### config.mk
export PLATFORM = sky130hd
export DESIGN_NAME = timer_sequencer
export DESIGN_NICKNAME = d
export VERILOG_FILES = /design/src/rtl/timer_sequencer.sv
export SDC_FILE = /design/constraint.sdc
export NUM_CORES = 1
export LEC_CHECK = 0
export CORE_ASPECT_RATIO = 1.75
export CORE_MARGIN = 2
export CORE_UTILIZATION = 46
export DETAILED_ROUTE_END_ITERATION = 10
export HOLD_SLACK_MARGIN = 0.05
export MAX_ROUTING_LAYER = met4
export PLACE_DENSITY = 0.78
export SKIP_LAST_GASP = 1
export SLEW_MARGIN = 20
export SYNTH_ARGS = -nofsm -noshare
export SYNTH_HDL_FRONTEND = slang
export SYNTH_SLANG_ARGS = --single-unit
### constraint.sdc
create_clock -name clk -period 2.35 [get_ports clk]
set_input_delay 0.235 -clock clk [delete_from_list [all_inputs] [get_ports clk]]
set_output_delay 0.235 -clock clk [all_outputs]
set_load 0.005 [all_outputs]
### src/rtl/timer_sequencer.sv
// Egg-timer sequencer: turns button edges and a 1 Hz tick into enable, direction
// and load controls for four cascaded BCD digit counters forming an MM:SS display.
module timer_sequencer #(
   parameter int ALARM_TICKS  = 10,
   parameter int SEC_TENS_MAX = 5,
   parameter int MIN_TENS_MAX = 5
) (
   input  logic        clk,
   input  logic        reset,
   input  logic        tick_1hz,
   input  logic        start_btn,
   input  logic        pause_btn,
   input  logic        clear_btn,
   input  logic        mode,
   input  logic [15:0] digits,
   output logic [3:0]  digit_en,
   output logic        digit_dir,
   output logic        digit_load,
   output logic        alarm,
   output logic        running,
   output logic [1:0]  state
);

   typedef enum logic [1:0] {
      ST_IDLE  = 2'd0,
      ST_RUN   = 2'd1,
      ST_PAUSE = 2'd2,
      ST_DONE  = 2'd3
   } state_t;

   localparam logic [3:0]  SEC_MAX  = 4'(SEC_TENS_MAX);
   localparam logic [3:0]  MIN_MAX  = 4'(MIN_TENS_MAX);
   localparam logic [15:0] ALL_MAX  = {MIN_MAX, 4'd9, SEC_MAX, 4'd9};
   localparam logic [7:0]  LAST_CNT = 8'(ALARM_TICKS - 1);

   state_t     state_q, state_n;
   logic       mode_q, mode_n;
   logic [7:0] alarm_cnt, alarm_cnt_n;
   logic       load_n;
   logic       acted;
   logic       start_prev, pause_prev, clear_prev;
   logic       start_rise, pause_rise, clear_rise;
   logic       all_zero, all_max, end_hit;
   logic [2:0] low_ok;

   assign start_rise = start_btn & ~start_prev;
   assign pause_rise = pause_btn & ~pause_prev;
   assign clear_rise = clear_btn & ~clear_prev;

   assign all_zero = (digits == 16'h0000);
   assign all_max  = (digits == ALL_MAX);
   assign end_hit  = (state_q == ST_RUN) && (mode_q ? all_max : all_zero);

   assign state     = state_q;
   assign digit_dir = mode_q;

   // Previous-value registers reset high so a button held through reset is no event.
   always_ff @(posedge clk or negedge reset) begin
      if (!reset) begin
         start_prev <= 1'b1;
         pause_prev <= 1'b1;
         clear_prev <= 1'b1;
         state_q    <= ST_IDLE;
         mode_q     <= 1'b0;
         alarm_cnt  <= 8'd0;
         digit_load <= 1'b0;
         alarm      <= 1'b0;
         running    <= 1'b0;
      end else begin
         start_prev <= start_btn;
         pause_prev <= pause_btn;
         clear_prev <= clear_btn;
         state_q    <= state_n;
         mode_q     <= mode_n;
         alarm_cnt  <= alarm_cnt_n;
         digit_load <= load_n;
         alarm      <= (state_n == ST_DONE);
         running    <= (state_n == ST_RUN);
      end
   end

   always_comb begin
      state_n     = state_q;
      mode_n      = mode_q;
      alarm_cnt_n = alarm_cnt;
      load_n      = 1'b0;
      acted       = 1'b0;
      case (state_q)
         ST_IDLE: begin
            if (clear_rise) begin
               load_n = 1'b1;
               acted  = 1'b1;
            end else if (start_rise && !(!mode && all_zero)) begin
               state_n = ST_RUN;
               mode_n  = mode;
               acted   = 1'b1;
            end
         end
         ST_RUN: begin
            if (clear_rise) begin
               state_n = ST_IDLE;
               load_n  = 1'b1;
               acted   = 1'b1;
            end else if (pause_rise) begin
               state_n = ST_PAUSE;
               acted   = 1'b1;
            end else if (end_hit) begin
               state_n     = ST_DONE;
               alarm_cnt_n = 8'd0;
            end
         end
         ST_PAUSE: begin
            if (clear_rise) begin
               state_n = ST_IDLE;
               load_n  = 1'b1;
               acted   = 1'b1;
            end else if (start_rise || pause_rise) begin
               state_n = ST_RUN;
               acted   = 1'b1;
            end
         end
         ST_DONE: begin
            if (clear_rise) begin
               state_n = ST_IDLE;
               load_n  = 1'b1;
               acted   = 1'b1;
            end else if (start_rise || pause_rise) begin
               state_n = ST_IDLE;
               acted   = 1'b1;
            end else if (tick_1hz) begin
               if (alarm_cnt == LAST_CNT) state_n = ST_IDLE;
               else alarm_cnt_n = alarm_cnt + 8'd1;
            end
         end
         default: state_n = ST_IDLE;
      endcase
   end

   // Ripple condition per lower digit: all-zero for borrow, all-max for carry.
   always_comb begin
      low_ok[0] = mode_q ? (digits[3:0] == 4'd9)    : (digits[3:0] == 4'd0);
      low_ok[1] = mode_q ? (digits[7:4] == SEC_MAX) : (digits[7:4] == 4'd0);
      low_ok[2] = mode_q ? (digits[11:8] == 4'd9)   : (digits[11:8] == 4'd0);
      digit_en  = 4'b0000;
      if (state_q == ST_RUN && tick_1hz && !end_hit && !acted) begin
         digit_en[0] = 1'b1;
         digit_en[1] = low_ok[0];
         digit_en[2] = low_ok[0] & low_ok[1];
         digit_en[3] = low_ok[0] & low_ok[1] & low_ok[2];
      end
   end

endmodule
; Yosys cells after proc, flatten, opt, wreduce, memory -nomap -nowiden
; Cells that the tools add are included.
[word_totals]
ff_bits = 17
out_inout_bits = 10
elab_cells = 91
inputBits = 23
[op_classes]
n_reduce_logical = 21
bitwise_logic = 9
addsub = 1
eq_ne = 17
n_mux = 34
[ops]
columns = op, count
row1 = $mux 8, 7
row2 = $mux 2, 11
row3 = $eq 16x15->1 const B, 1
row4 = $logic_not 16->1, 1
row5 = $pmux 8 s2, 1
row6 = $ne 2x2->1 const B, 7
row7 = $logic_not 4->1, 3
row8 = $mux 1, 12
row9 = $add 8x1->8 const B, 1
row10 = $eq 4x4->1 const B, 2
row11 = $eq 8x4->1 const B, 1
row12 = $pmux 2 s4, 1
row13 = $reduce_and 8->1, 1
row14 = $eq 2x2->1 const B, 3
row15 = $logic_and 1x1->1, 6
row16 = $and 1x1->1, 5
row17 = $eq 2x1->1 const B, 2
row18 = $eq 4x3->1 const B, 1
row19 = $logic_not 1->1, 4
row20 = $mux 4, 1
row21 = $not 1->1, 4
row22 = $reduce_or 4->1, 1
row23 = $pmux 1 s3, 1
row24 = $reduce_and 3->1, 1
row25 = other kinds (4), 4

; Longest topological paths before layout
[depth]
ltp_word = 10
depth_mapped = 7

; Least setup slack after synthesis
; No wires, ideal clock.
[synth_timing]
kind = register to output
from = register pause_prev
to = output digit_en[3]
n_path_buf = 0
path_stages_with_launch = 5
required_ns = 2.115
t_arrival_ns = 1.512
slack_ns = 0.603
cell_sequence = dfstp_2 > nand2b_1 > nand3_1 > or4_4 > nor4_4
[synth_via]
elab_chain_cells = 9
[synth_lines]
columns = item, line_no
row1 = start: declaration, 41  ; logic start_prev, pause_prev, clear_prev;
row2 = start signal: assignment, 71  ; pause_prev <= pause_btn;
row3 = $not 1->1 *, 47  ; assign pause_rise = pause_btn & ~pause_prev;
row4 = $and 1x1->1 *, 47
row5 = $logic_or 1x1->1, "117, 127"
row6 = $mux 1, "117, 127"
row7 = $mux 1, 113  ; if (clear_rise) begin
row8 = $pmux 1 s3 *, 88  ; case (state_q)
row9 = $logic_not 1->1 *, 145  ; if (state_q == ST_RUN && tick_1hz && !end_hit && !acted) begin
row10 = $logic_and 1x1->1 *, 145
row11 = $mux 4 *, 145
row12 = end: declaration, 16  ; output logic [3:0] digit_en,
; Every way passes the cells marked *; elsewhere a longest branch is shown, timed or not.

; Worst setup path after layout
[layout_timing]
from = input digits[11]
to = output digit_en[3]
[layout_via]
elab_chain_cells = 10
[layout_lines]
columns = item, line_no
row1 = start: declaration, 15  ; input logic [15:0] digits,
row2 = $logic_not 16->1, 50  ; assign all_zero = (digits == 16'h0000);
row3 = $logic_and 1x1->1, 93  ; end else if (start_rise && !(!mode && all_zero)) begin
row4 = $logic_not 1->1, 93
row5 = $logic_and 1x1->1, 93
row6 = $mux 1, 93
row7 = $mux 1, 90  ; if (clear_rise) begin
row8 = $pmux 1 s3, 88
row9 = $logic_not 1->1, 145
row10 = $logic_and 1x1->1, 145
row11 = $mux 4 *, 145
; Marked as above.

==> flow_results.org <==
** Worst setup path
- STA classifies the critical path startpoint as an input pin.
- Setup Crit Path Kind :: input pin to output port
- STA puts the critical path data arrival time at 2.07 ns.
- Peak fanout along the critical path :: 3
- Kind of end point of the critical path :: output port
- Data on the critical path is required at its endpoint by 2.12 ns.

** Routing
- After detailed routing, the average wire length per cell comes to 16.72 µm.
- Number of optimization iterations in the first detailed-route pass :: 4
- Via-to-Cell Ratio :: 5.878
- Post-route DRC violation count :: 0
- The count of nets left with antenna violations once routing finished came out at 0.
- For this block, the initial DRC count from the detailed router was 16.
- Overall routed net length :: roughly 3100 µm
- Via count :: ~1100

** Timing
- Setup violations remaining at the end of the flow were counted as 0.
- Tcrit/Tclk final :: 98.24%
- Fin Hold WS :: 0.4058 ns
- Across the routed clock network, the largest skew measured is between 0.002 and 0.0025 ns.
- Max Fclk :: around 0.43 GHz
- Setup repair after global routing left no endpoint under its margin.
- The number of hold violations in the final report came to 0.
- The clock period could shrink to 2.309 ns.
- Measured against its own limit, the worst slew margin works out to 48.95%.
- Transition time at the pin with the least slew margin :: 0.7634 ns
- Crit path setup slack, layout :: 0.04140 ns
- The final number of max-transition violations came to 0.

** Clock network
- The cell sitting at the root of the clock tree is a sky130_fd_sc_hd__clkbuf_8.
- In this run the deepest clock path goes through 2 buffers.
- Cts bufs inserted :: 3
- CTS tree :: built
- After clock tree synthesis, the clock-pin slew on the worst setup and hold paths is ~0.060 ns.
- For this design, the CTS-stage hold fixing added 0 buffers.
- Number of sinks handled by clock tree synthesis :: 17
- Number of levels in the clock H-tree :: 1
- At the later pin of the worst-skew pair, clock insertion delay measures 0.25 ns.

** Finish
- After routing the design area is 1694 µm².
- The layout has 169 filler cells.
- Cells with a size suffix above 1 make up 27.61% of the layout.
- 0 antenna diodes ended up in the layout.
- Final core area utilization :: ~75%
- Final layout net count :: 189
- Area added between synthesis and finish :: 53.69%

** Yosys
- Register area share after synthesis :: 38.93%
- Largest cells by area after synthesis :: sky130_fd_sc_hd__dfrtp_1 (32%), sky130_fd_sc_hd__dfstp_2 (7.2%), sky130_fd_sc_hd__nor2b_1 (4.0%)
- Counting flops with a built-in enable in the synthesized netlist gives 0.
- Commonest register cell after synthesis :: sky130_fd_sc_hd__dfrtp_1
- The synthesized design contains 17 register bits.
- Yosys instantiated no cell more often than sky130_fd_sc_hd__dfrtp_1.
- Mean post-synth cell area :: 10.11 µm²
- Number of cells produced by synthesis :: 109
- The mapped netlist covers 1102 µm².
- Area leader, netlist :: sky130_fd_sc_hd__dfrtp_1
- Yosys warns :: 0
- After synthesis, the share of flip-flops with an asynchronous set or reset is 100.0%.
- The number of nets in the synthesized netlist is 134.
- Distinct cell type count after synthesis :: 42
- The synthesized design devotes to its leading area cell type a little under a third of total area.
- Most frequent cells after synthesis :: sky130_fd_sc_hd__dfrtp_1 (14), sky130_fd_sc_hd__nand2_1 (7), sky130_fd_sc_hd__nor2b_1 (7)

** Outcome
- The flow ran to the end, and the final reports show no timing, DRC or antenna violations.

** Die
- In this run the core area contains 23 standard-cell rows.
- For this configuration, the core starts out at a cell density of 48.49%.
- The die is between 40 and 50 µm wide.
- Die ar. :: ~2800 µm²
- I/O pin total :: 33
- Standard cell core area :: 2273 µm²
- Die Y :: 68.76 µm

** GRT
- The via count of the first global-routing pass came to 1159.
- Initial antenna violation count :: 0
- Remaining global-route overflow :: 0
- The first global-routing pass estimated about 4800 µm of wire.
- Global routing used between 20 and 30% of the available tracks.
- Pin count of the biggest net entering global routing :: 18

** Power and ir drop
- Power comes to 937.2 µW.
- Leakage Power :: 0.0008237 µW
- Dividing total power by cell area gives a power density of 553.2 nW/µm².
- Across the VDD grid, the largest voltage drop is 0.4499 mV.

** Placement
- In this run the tool buffered the top-level ports with 32 buffer cells.
- Prior to clock tree synthesis, the placed netlist has a worst setup slack of -0.3093 ns.
- Hpwl dp :: 2425 µm
- Final weighted congestion in routability-driven placement :: 0.8892
- Post-detailed-placement cell area :: about 1600 µm²

** Min path
- Hold Crit Class :: input pin to flop

** Run
- Max-cap violations in this run came to 0.
## cell families (layout without fill, tap and decap cells)
| group | Yosys count | after routing | share of synthesized area, % |
|---|---|---|---|
| AOI/OAI and AO/OA | 22 | 22 | 15.21 |
| adders and majority gates | 2 | 2 | 2.270 |
| buffers and inverters | 7 | 61 | 2.497 |
| muxes | 2 | 2 | 2.951 |
| and+or+nand+nor | 59 | 59 | 38.14 |
| DFF | 17 | 17 | 38.93 |
## path summary, 6_finish.rpt
check / start / end / slack [ns] / depth (start not counted)
hold / removal: clear_btn / clear_prev / 0.41 / 1
min in group asynchronous: reset / alarm_cnt[5] / 0.43 / 1
hold reg to reg: alarm_cnt[1] / alarm_cnt[1] / 0.56 / 1
max in group asynchronous: reset / alarm_cnt[2] / 1.44 / 1
setup / recovery: digits[11] / digit_en[3] / 0.04 / 7
setup reg to reg: alarm_cnt[1] / alarm / 0.67 / 7
## state kept, by name (all words and copies together) (netlist names)
signal,count
digit_load,1
state,2
running,1
digit_dir,1
alarm_cnt,8
pause_prev,1
start_prev,1
clear_prev,1
alarm,1
## placed cells by master (no fill, tap or decap), types with 5 or more instances in the layout
cell type,instances
sky130_fd_sc_hd__buf_4,22
sky130_fd_sc_hd__clkdlybuf4s50_1,20
sky130_fd_sc_hd__dfrtp_1,14
sky130_fd_sc_hd__dlymetal6s2s_1,8
sky130_fd_sc_hd__nor2b_1,7
sky130_fd_sc_hd__nand2_1,7
sky130_fd_sc_hd__o21ai_0,6
sky130_fd_sc_hd__and3_1,6
sky130_fd_sc_hd__nand3_1,5
sky130_fd_sc_hd__nor2_1,5
sky130_fd_sc_hd__o22a_1,5
## metrics by stage
step,cells,TNS [ns]
CTS,187,-0.03372
detailed placement,182,-1.607
global route,188,0
floorplan,109,0
finish,188,0
global placement,182,-1.093
## layout make-up
type | instances | area (µm²) | area share [%]
multi-input combinational | 85 | 679.4 | 40.10
timing repair buffer | 54 | 496.7 | 29.32
sequential | 17 | 429.2 | 25.33
clock buffer | 3 | 41.29 | 2.437
tap | 25 | 31.28 | 1.846
inverter | 3 | 11.26 | 0.6647
clock inverter | 1 | 5.005 | 0.2954
## power breakdown
part           total, µW  switching, µW  internal [µW]
clock network        218            100            118
registers            352           21.9            331
logic                367            177            190
## metal layers
layer  track usage, %  part of all wire (%)  up-vias
li1                 -                     -      523
met1            22.41                    32      544
met2            50.78                    60       31
met3            2.885                   5.6        7
met4            10.00                   1.8        0
met5                -                     0        -
## critical path: stages
cell and delay, ns:
sky130_fd_sc_hd__clkdlybuf4s50_1 0.46, sky130_fd_sc_hd__and4_4 0.20, sky130_fd_sc_hd__nand4_4 0.10, sky130_fd_sc_hd__a32oi_2 0.10, sky130_fd_sc_hd__or4_4 0.53, sky130_fd_sc_hd__nor4_4 0.30, sky130_fd_sc_hd__buf_2 0.15
## timing repair
| action | 4_1_cts | 5_1_grt |
|---|---|---|
| gates cloned | 0 | 0 |
| gates resized for setup | 5 | 16 |
| buffers inserted | 1 | 1 |
| pin swaps | 2 | 6 |
| setup endpoints to repair | 4 | 1 |
Power figures use the tool's default switching activity.
